==> config.mk <==
export PLATFORM = sky130hd
export DESIGN_NAME = hazard_scoreboard_flat
export DESIGN_NICKNAME = d
export VERILOG_FILES = /design/src/rtl/hazard_scoreboard_pkg.sv /design/src/rtl/hazard_scoreboard_if.sv /design/src/rtl/hazard_scoreboard_sb_match.sv /design/src/rtl/hazard_scoreboard.sv /design/src/flat_wrapper.sv
export SDC_FILE = /design/constraint.sdc
export NUM_CORES = 1
export LEC_CHECK = 0
export CAP_MARGIN = 20
export CORE_MARGIN = 1
export CORE_UTILIZATION = 49
export CTS_CLUSTER_DIAMETER = 80
export DETAILED_ROUTE_END_ITERATION = 10
export PLACE_DENSITY = 0.8
export RECOVER_POWER = 25
export SLEW_MARGIN = 5
export SYNTH_ARGS = -nofsm -noshare
export SYNTH_HDL_FRONTEND = slang
export SYNTH_SLANG_ARGS = --single-unit
==> constraint.sdc <==
create_clock -name clk -period 1.8 [get_ports clk]
set_input_delay 0.36 -clock clk [delete_from_list [all_inputs] [get_ports clk]]
set_output_delay 0.36 -clock clk [all_outputs]
set_load 0.02 [all_outputs]
==> src/rtl/hazard_scoreboard_pkg.sv <==
// -----------------------------------------------------------------------------
// hazard_scoreboard_pkg
// Shared constants for the hazard scoreboard:
//   - 2-bit pause codes consumed by decode control (bit0 = rs, bit1 = rt)
//   - scoreboard entry field widths and stage indices
//   - pause_encode(): folds the two per-operand hazard bits into a pause code
// Optional build macro used by the files importing this package:
//   HAZARD_FORWARD_EN - hazard set reduces to load-use on the EX entry.
// -----------------------------------------------------------------------------
package hazard_scoreboard_pkg;

    typedef enum logic [1:0] {
        PAUSE_NO   = 2'b00,
        PAUSE_RS   = 2'b01,
        PAUSE_RT   = 2'b10,
        PAUSE_BOTH = 2'b11
    } pause_t;

    // Entry layout is {valid, addr[REG_AW], is_load}; addr width is a parameter.
    localparam int ENTRY_VALID_W = 1;
    localparam int ENTRY_LOAD_W  = 1;

    localparam int NUM_STAGES = 3;
    localparam int STAGE_EX   = 0;
    localparam int STAGE_MEM  = 1;
    localparam int STAGE_WB   = 2;

    function automatic int entry_width(input int reg_aw);
        return ENTRY_VALID_W + reg_aw + ENTRY_LOAD_W;
    endfunction

    function automatic pause_t pause_encode(input logic rs_haz, input logic rt_haz);
        pause_t code;
        case ({rt_haz, rs_haz})
            2'b00:   code = PAUSE_NO;
            2'b01:   code = PAUSE_RS;
            2'b10:   code = PAUSE_RT;
            2'b11:   code = PAUSE_BOTH;
            default: code = PAUSE_NO;
        endcase
        return code;
    endfunction

endpackage

==> src/rtl/hazard_scoreboard_if.sv <==
// -----------------------------------------------------------------------------
// hazard_scoreboard_if
// Bundle between decode (master) and the hazard scoreboard (slave).
//   master drives : id_valid, id_rs, id_rt, id_reg_we, id_wreg, id_is_load,
//                   stall_req, flush
//   slave drives  : pause_code (combinational), stall_cnt (registered)
// -----------------------------------------------------------------------------
interface hazard_scoreboard_if #(
    parameter int REG_AW = 5,
    parameter int CNT_W  = 32
);
    logic              id_valid;
    logic [REG_AW-1:0] id_rs;
    logic [REG_AW-1:0] id_rt;
    logic              id_reg_we;
    logic [REG_AW-1:0] id_wreg;
    logic              id_is_load;
    logic              stall_req;
    logic              flush;
    logic [1:0]        pause_code;
    logic [CNT_W-1:0]  stall_cnt;

    modport master (
        output id_valid, id_rs, id_rt, id_reg_we, id_wreg, id_is_load,
               stall_req, flush,
        input  pause_code, stall_cnt
    );

    modport slave (
        input  id_valid, id_rs, id_rt, id_reg_we, id_wreg, id_is_load,
               stall_req, flush,
        output pause_code, stall_cnt
    );
endinterface

==> src/rtl/hazard_scoreboard_sb_match.sv <==
// -----------------------------------------------------------------------------
// sb_match
// Compares one scoreboard entry against one source register address.
//   e_valid/e_addr/e_is_load : the entry
//   src                      : source operand address from ID
//   match                    : entry writes src, src is not r0 and, when
//                              HAZARD_FORWARD_EN is defined, the entry is a load
// -----------------------------------------------------------------------------
module sb_match
    import hazard_scoreboard_pkg::*;
#(
    parameter int REG_AW = 5
) (
    input  logic              e_valid,
    input  logic [REG_AW-1:0] e_addr,
    input  logic              e_is_load,
    input  logic [REG_AW-1:0] src,
    output logic              match
);

    logic src_nz_s;
    logic load_ok_s;

`ifndef HAZARD_FORWARD_EN
    // Without forwarding every writer counts, so the load flag is not consulted.
    logic unused_is_load_s;
    assign unused_is_load_s = e_is_load;
`endif

    // Match qualification: r0 is hard-wired zero and never a dependence.
    always_comb begin
        src_nz_s = (src != {REG_AW{1'b0}});
`ifdef HAZARD_FORWARD_EN
        // With forwarding only a load's data arrives too late to bypass.
        load_ok_s = e_is_load;
`else
        load_ok_s = 1'b1;
`endif
        match = e_valid && src_nz_s && load_ok_s && (e_addr == src);
    end

endmodule

==> src/rtl/hazard_scoreboard.sv <==
// -----------------------------------------------------------------------------
// hazard_scoreboard
// Tracks register writers in EX, MEM and WB and flags RAW hazards for the
// instruction in ID.
//   clk, rst_n : clock (rising edge), asynchronous active-low reset
//   sb (slave) : ID operands/destination, stall_req/flush from decode control,
//                pause_code (combinational, bit0 rs / bit1 rt), stall_cnt
// Build option: HAZARD_FORWARD_EN - only a load in EX is a hazard (load-use);
// default build uses EX and MEM writers.
// -----------------------------------------------------------------------------
module hazard_scoreboard
    import hazard_scoreboard_pkg::*;
#(
    parameter int REG_AW = 5,
    parameter int CNT_W  = 32
) (
    input  logic                 clk,
    input  logic                 rst_n,
    hazard_scoreboard_if.slave   sb
);

    localparam logic [CNT_W-1:0] CNT_MAX = {CNT_W{1'b1}};
    localparam logic [CNT_W-1:0] CNT_ONE = {{(CNT_W-1){1'b0}}, 1'b1};

    logic [NUM_STAGES-1:0]             valid_q, valid_d;
    logic [NUM_STAGES-1:0][REG_AW-1:0] addr_q,  addr_d;
    logic [NUM_STAGES-1:0]             load_q,  load_d;
    logic [CNT_W-1:0]                  stall_cnt_q, stall_cnt_d;

    logic [NUM_STAGES-1:0] rs_match_s;
    logic [NUM_STAGES-1:0] rt_match_s;
    logic                  rs_haz_s;
    logic                  rt_haz_s;
    logic                  ex_fill_s;
    logic                  unused_match_s;

    // One comparator per (stage, operand) pair.
    for (genvar g = 0; g < NUM_STAGES; g++) begin : g_match
        sb_match #(.REG_AW(REG_AW)) u_rs (
            .e_valid   (valid_q[g]),
            .e_addr    (addr_q[g]),
            .e_is_load (load_q[g]),
            .src       (sb.id_rs),
            .match     (rs_match_s[g])
        );
        sb_match #(.REG_AW(REG_AW)) u_rt (
            .e_valid   (valid_q[g]),
            .e_addr    (addr_q[g]),
            .e_is_load (load_q[g]),
            .src       (sb.id_rt),
            .match     (rt_match_s[g])
        );
    end

    // Hazard set selection; WB never conflicts (write-before-read regfile).
    always_comb begin
`ifdef HAZARD_FORWARD_EN
        rs_haz_s       = rs_match_s[STAGE_EX];
        rt_haz_s       = rt_match_s[STAGE_EX];
        unused_match_s = ^{rs_match_s[STAGE_WB:STAGE_MEM], rt_match_s[STAGE_WB:STAGE_MEM]};
`else
        rs_haz_s       = rs_match_s[STAGE_EX] | rs_match_s[STAGE_MEM];
        rt_haz_s       = rt_match_s[STAGE_EX] | rt_match_s[STAGE_MEM];
        unused_match_s = rs_match_s[STAGE_WB] ^ rt_match_s[STAGE_WB];
`endif
    end

    // Pause code: zero-latency, gated by a real instruction in ID; stall_req
    // deliberately has no path here.
    always_comb begin
        sb.pause_code = pause_encode(rs_haz_s && sb.id_valid, rt_haz_s && sb.id_valid);
    end

    // Next-state: shift EX->MEM->WB and load EX from ID unless it is a bubble.
    always_comb begin
        valid_d = valid_q;
        addr_d  = addr_q;
        load_d  = load_q;

        valid_d[STAGE_WB]  = valid_q[STAGE_MEM];
        addr_d[STAGE_WB]   = addr_q[STAGE_MEM];
        load_d[STAGE_WB]   = load_q[STAGE_MEM];
        valid_d[STAGE_MEM] = valid_q[STAGE_EX];
        addr_d[STAGE_MEM]  = addr_q[STAGE_EX];
        load_d[STAGE_MEM]  = load_q[STAGE_EX];

        ex_fill_s = sb.id_valid && sb.id_reg_we && (sb.id_wreg != {REG_AW{1'b0}})
                    && !sb.stall_req && !sb.flush;

        if (ex_fill_s) begin
            valid_d[STAGE_EX] = 1'b1;
            addr_d[STAGE_EX]  = sb.id_wreg;
            load_d[STAGE_EX]  = sb.id_is_load;
        end else begin
            valid_d[STAGE_EX] = 1'b0;
            addr_d[STAGE_EX]  = {REG_AW{1'b0}};
            load_d[STAGE_EX]  = 1'b0;
        end
    end

    // Stall counter: a flushed stall is a single bubble, not a stall cycle;
    // saturates instead of wrapping.
    always_comb begin
        if (sb.stall_req && !sb.flush && (stall_cnt_q != CNT_MAX)) begin
            stall_cnt_d = stall_cnt_q + CNT_ONE;
        end else begin
            stall_cnt_d = stall_cnt_q;
        end
    end

    // State registers with asynchronous clear.
    always_ff @(posedge clk or negedge rst_n) begin
        if (!rst_n) begin
            valid_q     <= {NUM_STAGES{1'b0}};
            addr_q      <= '0;
            load_q      <= {NUM_STAGES{1'b0}};
            stall_cnt_q <= {CNT_W{1'b0}};
        end else begin
            valid_q     <= valid_d;
            addr_q      <= addr_d;
            load_q      <= load_d;
            stall_cnt_q <= stall_cnt_d;
        end
    end

    assign sb.stall_cnt = stall_cnt_q;

endmodule
==> src/flat_wrapper.sv <==
// flat-port wrapper written by rule: the top's interface ports become plain ports
module hazard_scoreboard_flat import hazard_scoreboard_pkg::*;
#(
    parameter int REG_AW = 5,
    parameter int CNT_W  = 32
)
  (clk, rst_n, sb_id_valid, sb_id_rs, sb_id_rt, sb_id_reg_we, sb_id_wreg, sb_id_is_load, sb_stall_req, sb_flush, sb_pause_code, sb_stall_cnt);
  hazard_scoreboard_if #(.REG_AW(REG_AW), .CNT_W(CNT_W)) sb_i ();
  input  logic clk;
  input  logic rst_n;
  input wire logic [$bits(sb_i.id_valid)-1:0] sb_id_valid;
  input wire logic [$bits(sb_i.id_rs)-1:0] sb_id_rs;
  input wire logic [$bits(sb_i.id_rt)-1:0] sb_id_rt;
  input wire logic [$bits(sb_i.id_reg_we)-1:0] sb_id_reg_we;
  input wire logic [$bits(sb_i.id_wreg)-1:0] sb_id_wreg;
  input wire logic [$bits(sb_i.id_is_load)-1:0] sb_id_is_load;
  input wire logic [$bits(sb_i.stall_req)-1:0] sb_stall_req;
  input wire logic [$bits(sb_i.flush)-1:0] sb_flush;
  output wire logic [$bits(sb_i.pause_code)-1:0] sb_pause_code;
  output wire logic [$bits(sb_i.stall_cnt)-1:0] sb_stall_cnt;
  assign sb_i.id_valid = sb_id_valid;
  assign sb_i.id_rs = sb_id_rs;
  assign sb_i.id_rt = sb_id_rt;
  assign sb_i.id_reg_we = sb_id_reg_we;
  assign sb_i.id_wreg = sb_id_wreg;
  assign sb_i.id_is_load = sb_id_is_load;
  assign sb_i.stall_req = sb_stall_req;
  assign sb_i.flush = sb_flush;
  assign sb_pause_code = sb_i.pause_code;
  assign sb_stall_cnt = sb_i.stall_cnt;
  hazard_scoreboard #(.REG_AW(REG_AW), .CNT_W(CNT_W)) u_core (.clk(clk), .rst_n(rst_n), .sb(sb_i));
endmodule
Word level (Yosys, flattened, before mapping) --
Index checks and enable logic that the tools add are counted.
Cells by class: magnitude comparators 0, shifts and indexed selects 0, add/subtract/negate cells 1, equality and inequality tests 8, mux-type cells 3, bitwise logic cells 2, reduce and logical (&&, ||, !) cells 22, multipliers 0, div/mod/pow operators 0
Operators with widths (number):
- 32-bit by 1-bit adder with 32-bit output (second input constant) | 1
- 32-bit != test (second input constant) | 1
- 5-bit equality test | 4
- 1-bit logical AND | 16
- 5-bit nonzero test | 3
- 2-bit one-hot mux with 4 select lines | 1
- 5-bit two-way mux | 1
- 2-bit equality test (second input constant) | 2
- 2-bit by 1-bit equality test with 1-bit output (second input constant) | 1
- 1-bit zero test | 2
- 2-bit zero test | 1
- 1-bit bitwise OR | 2
- 1-bit two-way mux | 1
Word-level totals: output and inout port bits 34, bits in writable memories 0, ROM bits 0, bits in latches 0, memories 0, logic and storage cells 40, flip-flop bits (word level) 44, input bits 22

Depth between registers and ports, before layout --
Gate-level depths: netlist of run 1.
depth after elaboration 7, gate-level depth with buffers 7

Hierarchy --
Synthesis of run 1 repeated with hierarchy kept, for this count alone.
Second synthesis, totals: cells, all modules 207, area, all modules 2344.7 um^2
Modules (own cells, without submodules):
- hazard_scoreboard | instances 1, area an instance 2064.5 um^2, cells each 167, seq. area each 1151.1 um^2
- sb_match | instances 4, area an instance 70.1 um^2, cells each 10, seq. area each 0.0 um^2

Least setup slack after synthesis of run 1 --
OpenSTA, ideal clock, no wires.
path type register to register, start register u_core.stall_cnt_q[0] (netlist: u_core.sb.stall_cnt[0]), end register u_core.stall_cnt_q[30] (netlist: u_core.sb.stall_cnt[30]), library setup time 0.080 ns, data required time 1.720 ns, arrival time 1.737 ns, path buffers 0, stages on the path, launching flop included 7, setup slack -0.016 ns, clock period less this slack 1.816 ns, cell sequence dfrtp_1 > ha_1 > and3_1 > nand2_1 > a311o_1 > nor3_1 > xnor2_1
On the way: cells in the longest elaborated chain, start to end 2, elaborated cells between the ends (all ways) 3
Ends and longest elaborated chain:
- start: declaration | RTL line hazard_scoreboard.sv:28 | logic [CNT_W-1:0] stall_cnt_q, stall_cnt_d;
- start signal: assignment | RTL line hazard_scoreboard.sv:117 | stall_cnt_q <= {CNT_W{1'b0}};
- start signal: assignment | RTL line hazard_scoreboard.sv:122 | stall_cnt_q <= stall_cnt_d;
- parallel branches: the longest is 2 deep, another holds 32-bit by 1-bit adder with 32-bit output
Several ways; the timed one is not identified. A chain may end at the register's enable or synchronous reset.

Worst setup path after layout of run 1 --
start register u_core.addr_q, in the netlist u_core.addr_d[5], end output port sb_pause_code[1]
On the way: cells in the longest elaborated chain, start to end 6, elaborated cells between the ends (all ways) 13
Ends and longest elaborated chain:
- start: declaration | RTL line hazard_scoreboard.sv:26 | logic [NUM_STAGES-1:0][REG_AW-1:0] addr_q, addr_d;
- start signal: assignment | RTL line hazard_scoreboard.sv:120 | addr_q <= addr_d;
- 5-bit equality test | RTL line hazard_scoreboard_sb_match.sv:39 | match = e_valid && src_nz_s && load_ok_s && (e_addr == src);
- 1-bit logical AND | RTL line hazard_scoreboard_sb_match.sv:39
- 1-bit bitwise OR, on equally long branches | RTL line hazard_scoreboard.sv:62, hazard_scoreboard.sv:63
- 1-bit logical AND | RTL line hazard_scoreboard.sv:71 | sb.pause_code = pause_encode(rs_haz_s && sb.id_valid, rt_haz_s && sb.id_valid);
- 2-bit equality test, or another cell as far along | RTL line hazard_scoreboard_pkg.sv:34 | case ({rt_haz, rs_haz})
- 2-bit one-hot mux with 4 select lines (*) | RTL line hazard_scoreboard_pkg.sv:34
- end: declaration | RTL line flat_wrapper.sv:19 | output wire logic [$bits(sb_i.pause_code)-1:0] sb_pause_code;
Mark *: on every way between the ends. The rest lies on a longest branch, timed or not.

==> impl_metrics.env, run 1 <==
export IMPL_status="finished with violations"
export IMPL_violations="negative setup slack"
export IMPL_whs_ps=239
export IMPL_start_util_pct=51.3
export IMPL_route_detailed_drc=0
export IMPL_core_um2=4380
export IMPL_io_pins=56
export IMPL_cp_slowest_cell="dfrtp_1"
export IMPL_cts_hold_buf=0
export IMPL_wl_per_cell_um=15.2
export IMPL_cp_start_kind="flop"
export IMPL_dieArea_um2=4870
export IMPL_fp_row_count=24
export IMPL_first_iter_violations=79
export IMPL_synth_edf_count=0
export IMPL_wl_um=5530
export IMPL_cts_tree="done"
export IMPL_grt_usage_pct=23.1
export IMPL_synthTopCellsByArea="dfrtp_1, xor2_1, xnor2_1, nand3_1, nor2_1"
export IMPL_synth_top_area_cell="dfrtp_1"
export IMPL_grt_overflow_total=0
export IMPL_instances_no_fill=364
export IMPL_place_inst=355
export IMPL_ir_drop_mv=0.750
export IMPL_via_count=1959
export IMPL_cpPeakStageDelay_ps=450
export IMPL_path_class="reg -> out"
export IMPL_hold_viol_final=0
export IMPL_crit_fanout=3
export IMPL_fin_ws_ps=-183
export IMPL_finalSetupViolations=2
export IMPL_final_nets=335
export IMPL_maxSlewHeadroom_pct=29.1
export IMPL_via_per_inst=5.38
export IMPL_yosysSeqAreaShare_pct=48.9
export IMPL_cts_root_buf="clkbuf_8"
export IMPL_skew_ps=4.65
export IMPL_ys_top_cells_by_count="dfrtp_1, xor2_1, nand3_1, nor2_1"
export IMPL_period_minus_slack_ps=1980
export IMPL_diodes=0
export IMPL_worst_slew_pin_slew_ps=1060
export IMPL_powerDensity_nw_per_um2=725
export IMPL_final_max_slew_viol_count=0
export IMPL_grt_pass1_vias=1978
export IMPL_ys_flop_type="dfrtp_1"
export IMPL_grt_pass1_wl_um=8940
export IMPL_cts_buffers=5
export IMPL_avgSynthCellArea_um2=10.9
export IMPL_fin_setup_tns_ps=-303
export IMPL_clk_latency_ps=290
export IMPL_hold_class="in -> async"
export IMPL_antenna_left=0
export IMPL_post_synth_num_cell_types=39
export IMPL_synthesis_area_um2=2250
export IMPL_synthArstFlopShare_pct=100
export IMPL_antenna_found_initial=0
export IMPL_cp_required_ps=1440
export IMPL_synth_top_area_share_pct=48.9
export IMPL_dp_hpwl_um=4080
export IMPL_ys_seq_elements=44
export IMPL_fin_util_pct=76.7
export IMPL_fmax_ghz=0.504
export IMPL_drt_pass1_iter_count=4
export IMPL_htreeDepth=2
export IMPL_yosysMostFrequentCell="dfrtp_1"
export IMPL_r2r_slack_ps=40
export IMPL_cts_sinks=44
export IMPL_gp_congestion=0.856
export IMPL_fin_crit_sh_pct=110
export IMPL_crit_path_end_kind="output port"
export IMPL_die_h_um=69.8
export IMPL_rsz0062_at_grt="yes"
export IMPL_die_width_um=69.8
export IMPL_syn_nets=229
export IMPL_arrival_ps=1620
export IMPL_area_delta_synth_final_pct=49.4
export IMPL_grt_max_degree=26
export IMPL_io_buffers=54
export IMPL_drv_cap=0
export IMPL_p_leak_nw=1.64
export IMPL_ys_warn_count=0
export IMPL_post_place_ws_ps=-739
export IMPL_clk_path_buf_depth=2
export IMPL_fillCellCount=318
export IMPL_layout_drive_gt1_share_pct=28.2
export IMPL_synthCells=206
export IMPL_path_clk_slew_ps=80
export IMPL_path_cells="xor2_1 > nor4_1 > nand3_1 > a21oi_2 > buf_6"
==> registers in the layout (all words and copies together) (netlist names) <==
register             count
u_core.sb.stall_cnt     32
u_core.valid_q           2
u_core.addr_d           10
==> layer usage <==
layer / up-vias / track usage (%) / routed length, µm
li1: 938 / - / -
met1: 974 / 31.8 / 2540
met2: 43 / 37.6 / 2750
met3: 4 / 4.22 / 193
met4: 0 / 6.44 / 44
met5: - / 0 / 0
==> what timing repair did <==
| action | in CTS | in global routing |
|---|---|---|
| endpoints found under the hold margin | 0 | 0 |
| setup endpoints to repair | 12 | 28 |
| gates resized for setup | 26 | 23 |
| cloned | 0 | 0 |
| setup buffers | 0 | 2 |
| pin swaps | 10 | 8 |
==> power breakdown <==
part           internal, mW  total, mW  switching, mW  leakage, nW
Combinational         0.339      0.640          0.301         1.01
Clock                 0.342      0.661          0.319       0.0503
Sequential             1.06       1.14         0.0717        0.583
Total                  1.75       2.44          0.691         1.64
==> kinds of logic after synthesis <==
logic type | count (synthesis) | share of synthesized area (%)
simple gates | 94 | 25.6
xor+xnor | 48 | 18.7
flops | 44 | 48.9
compound gates | 13 | 4.17
buf+inv | 5 | 1.33
mux | 1 | 0.667
fa+ha+maj | 1 | 0.556
==> per-stage QoR <==
step / total power, mW / area (µm²)
after global placement: 1.74 / 3180
after floorplan: 1.38 / 2250
final: 2.44 / 3360
after global routing: 2.56 / 3360
after detailed placement: 1.75 / 3180
after CTS: 2.40 / 3270
==> worst max-delay path, delay by kind of cell, from the launching register on <==
family | cells | cell delay [ps]
DFF | 1 | 450
AOI/OAI and AO/OA | 1 | 190
buffers and inverters | 1 | 130
xor gates and xnor gates | 1 | 180
and+or+nand+nor | 2 | 380
==> final timing paths <==
path,startpoint,endpoint,cells past startpoint
worst max-delay path,u_core.addr_d[5],sb_pause_code[1],5
min in group clk,u_core.valid_q[0],u_core.valid_q[1],0
worst min register to register,u_core.valid_q[0],u_core.valid_q[1],0
worst max register to register,u_core.sb.stall_cnt[0],u_core.sb.stall_cnt[6],7
max in group asynchronous,rst_n,u_core.sb.stall_cnt[0],2
worst min-delay path,rst_n,u_core.sb.stall_cnt[14],1
==> layout by cell type (no fill, tap or decap), drive strengths merged, types with 2 or more instances in the layout <==
| cell type | netlist | routed |
|---|---|---|
| nor3 | 12 | 12 |
| o21ai | 2 | 2 |
| nand3 | 21 | 21 |
| inv | 3 | 3 |
| nand4 | 4 | 4 |
| clkbuf | 0 | 9 |
| xor2 | 35 | 35 |
| dfrtp | 44 | 44 |
| xnor2 | 13 | 13 |
| and4 | 4 | 4 |
| o21a | 2 | 2 |
| a21oi | 3 | 3 |
| and3 | 5 | 5 |
| and2 | 4 | 4 |
| buf | 2 | 48 |
| or4 | 3 | 3 |
| dlymetal6s2s | 0 | 4 |
| nor2 | 15 | 15 |
| nor4 | 8 | 8 |
| dlygate4sd2 | 0 | 10 |
| nand2 | 13 | 13 |
| clkdlybuf4s50 | 0 | 37 |
==> final cells by class <==
class / instances / area [µm²] / share of cell area, %
Clock buffer: 7 / 96.3 / 2.87
Inverter: 3 / 11.3 / 0.335
Multi-Input combinational cell: 157 / 1200 / 35.8
Sequential cell: 44 / 1100 / 32.8
Tap cell: 52 / 65.1 / 1.94
Timing Repair Buffer: 101 / 881 / 26.2
Note: power is estimated with default switching activity, not from simulation.
==> run 2: changes to the inputs <==
- RECOVER_POWER: 25 -> 50
==> impl_metrics.env, run 2 (synthesis gave the netlist of run 1 again) <==
export IMPL_status="finished with violations"
export IMPL_violations="negative setup slack"
export IMPL_finalSetupViolations=2
export IMPL_wl_um=5520
export IMPL_dieArea_um2=4870
export IMPL_rsz0062_at_grt="yes"
export IMPL_postPlaceCellArea_um2=3180
export IMPL_via_count=1959
export IMPL_io_pins=56
export IMPL_start_util_pct=51.3
export IMPL_powerDensity_nw_per_um2=727
export IMPL_via_per_inst=5.38
export IMPL_area_delta_synth_final_pct=47.5
export IMPL_path_class="reg -> out"
export IMPL_hold_viol_final=0
export IMPL_crit_start="u_core.addr_d[5]"
export IMPL_r2r_slack_ps=40
export IMPL_worst_slew_pin_slew_ps=1060
export IMPL_fin_area_um2=3320
export IMPL_post_place_ws_ps=-739
export IMPL_clk_latency_ps=290
export IMPL_largest_reg_flops=32
export IMPL_diodes=0
export IMPL_drv_cap=0
export IMPL_place_inst=355
export IMPL_cts_hold_buf=0
export IMPL_cp_required_ps=1440
export IMPL_drt_pass1_iter_count=4
export IMPL_cpPeakStageDelay_ps=450
export IMPL_fp_row_count=24
export IMPL_ir_drop_mv=0.750
export IMPL_fmax_ghz=0.504
export IMPL_route_detailed_drc=0
export IMPL_grt_pass1_wl_um=8940
export IMPL_grt_max_degree=26
export IMPL_cp_endpoint="sb_pause_code[1]"
export IMPL_cp_slowest_cell="dfrtp_1"
export IMPL_final_cell_mix="buf_4, dfrtp_1, clkdlybuf4s50_1"
export IMPL_reg2reg_from="u_core.sb.stall_cnt[0]"
export IMPL_dp_hpwl_um=4080
export IMPL_clk_path_buf_depth=2
export IMPL_grt_pass1_vias=1978
export IMPL_cp_start_kind="flop"
export IMPL_path_clk_slew_ps=80
export IMPL_grt_usage_pct=23.1
export IMPL_r2r_cells=7
export IMPL_instances_no_fill=364
export IMPL_antenna_left=0
export IMPL_layout_drive_gt1_share_pct=27.6
export IMPL_final_common_cell="buf_4"
export IMPL_skew_ps=4.66
export IMPL_arrival_ps=1620
export IMPL_cts_root_buf="clkbuf_8"
export IMPL_grt_overflow_total=0
export IMPL_hold_class="in -> async"
export IMPL_wl_per_cell_um=15.2
export IMPL_maxSlewHeadroom_pct=29.1
export IMPL_die_width_um=69.8
export IMPL_gp_congestion=0.856
export IMPL_first_iter_violations=79
export IMPL_final_max_slew_viol_count=0
export IMPL_antenna_found_initial=0
export IMPL_fin_crit_sh_pct=110
export IMPL_path_cells="xor2_1 > nor4_1 > nand3_1 > a21oi_2 > buf_6"
export IMPL_cts_sinks=44
export IMPL_final_nets=335
export IMPL_crit_path_end_kind="output port"
export IMPL_worstReg2RegEnd="u_core.sb.stall_cnt[6]"
export IMPL_fin_ws_ps=-183
export IMPL_core_um2=4380
export IMPL_io_buffers=54
export IMPL_p_leak_nw=1.57
export IMPL_crit_fanout=3
export IMPL_period_minus_slack_ps=1980
export IMPL_htreeDepth=2
export IMPL_cts_buffers=5
export IMPL_die_h_um=69.8
export IMPL_cts_tree="done"
-- run 2: cell types whose count changed in the layout (fill, tap and decap cells not counted) --
cell,delta
buf_4,-2
dlymetal6s2s_1,-4
dlygate4sd3_1,+1
clkbuf_1,+6
clkdlybuf4s50_1,-1
-- run 2: critical path, delay by kind of cell (launching register included) --
kind | cells | cell delay (ps)
XOR/XNOR | 1 | 180
flip-flops | 1 | 450
AO/OA/AOI/OAI | 1 | 190
buffers and inverters | 1 | 130
AND/OR/NAND/NOR | 2 | 380
-- run 2: area by class of cell --
type	count	area, µm²
clock buffers	7	96.3
fillers	325	1070
inverters	3	11.3
multi-input cells	157	1200
flip-flops and latches	44	1100
well taps	52	65.1
repair buffers	101	838
-- run 2: worst min-delay path by stage --
stage	slack [ps]	end	depth (start not counted)	startpoint
after floorplan	60	u_core.addr_d[10]	0	rst_n
after global placement	340	u_core.sb.stall_cnt[14]	1	rst_n
after detailed placement	340	u_core.sb.stall_cnt[14]	1	rst_n
after CTS	30	u_core.sb.stall_cnt[14]	1	rst_n
after global routing	320	u_core.sb.stall_cnt[16]	1	rst_n
final	240	u_core.sb.stall_cnt[14]	1	rst_n
-- run 2: power by group --
group	internal [mW]	leakage (nW)	switching [mW]	total, mW
combinational	0.314	0.932	0.302	0.615
sequential	1.06	0.583	0.0716	1.14
clock	0.342	0.0503	0.319	0.661
-- run 2: metrics by stage --
stage | TNS, ps | utilization, % | hold slack [ps] | total power, mW
floorplan | 0 | - | 64.4 | 1.38
global placement | -4590 | 72.6 | 342 | 1.74
detailed placement | -5490 | 72.6 | 337 | 1.75
CTS | -239 | 74.7 | 25.4 | 2.40
global route | -460 | 75.7 | 321 | 2.53
finish | -297 | 75.7 | 239 | 2.41
-- run 2: repair_timing --
| item | 4_1_cts | 5_1_grt |
|---|---|---|
| buffers inserted | 0 | 2 |
| resized for setup | 26 | 23 |
| pin swaps | 10 | 8 |
| setup endpoints to repair | 12 | 28 |
-- run 2: layer usage --
metal / vias up / GRT usage, % / wire length, µm
met2: 43 / 37.6 / 2740
met1: 974 / 31.8 / 2550
met5: - / 0 / 0
met3: 4 / 4.22 / 186
met4: 0 / 6.44 / 44
li1: 938 / - / -
==> run 3: changes to the inputs <==
- ABC_CLOCK_PERIOD_IN_PS: unset -> 1800
==> results of run 3 <==
Final layout, timing and power as in run 2 (identical DEF).
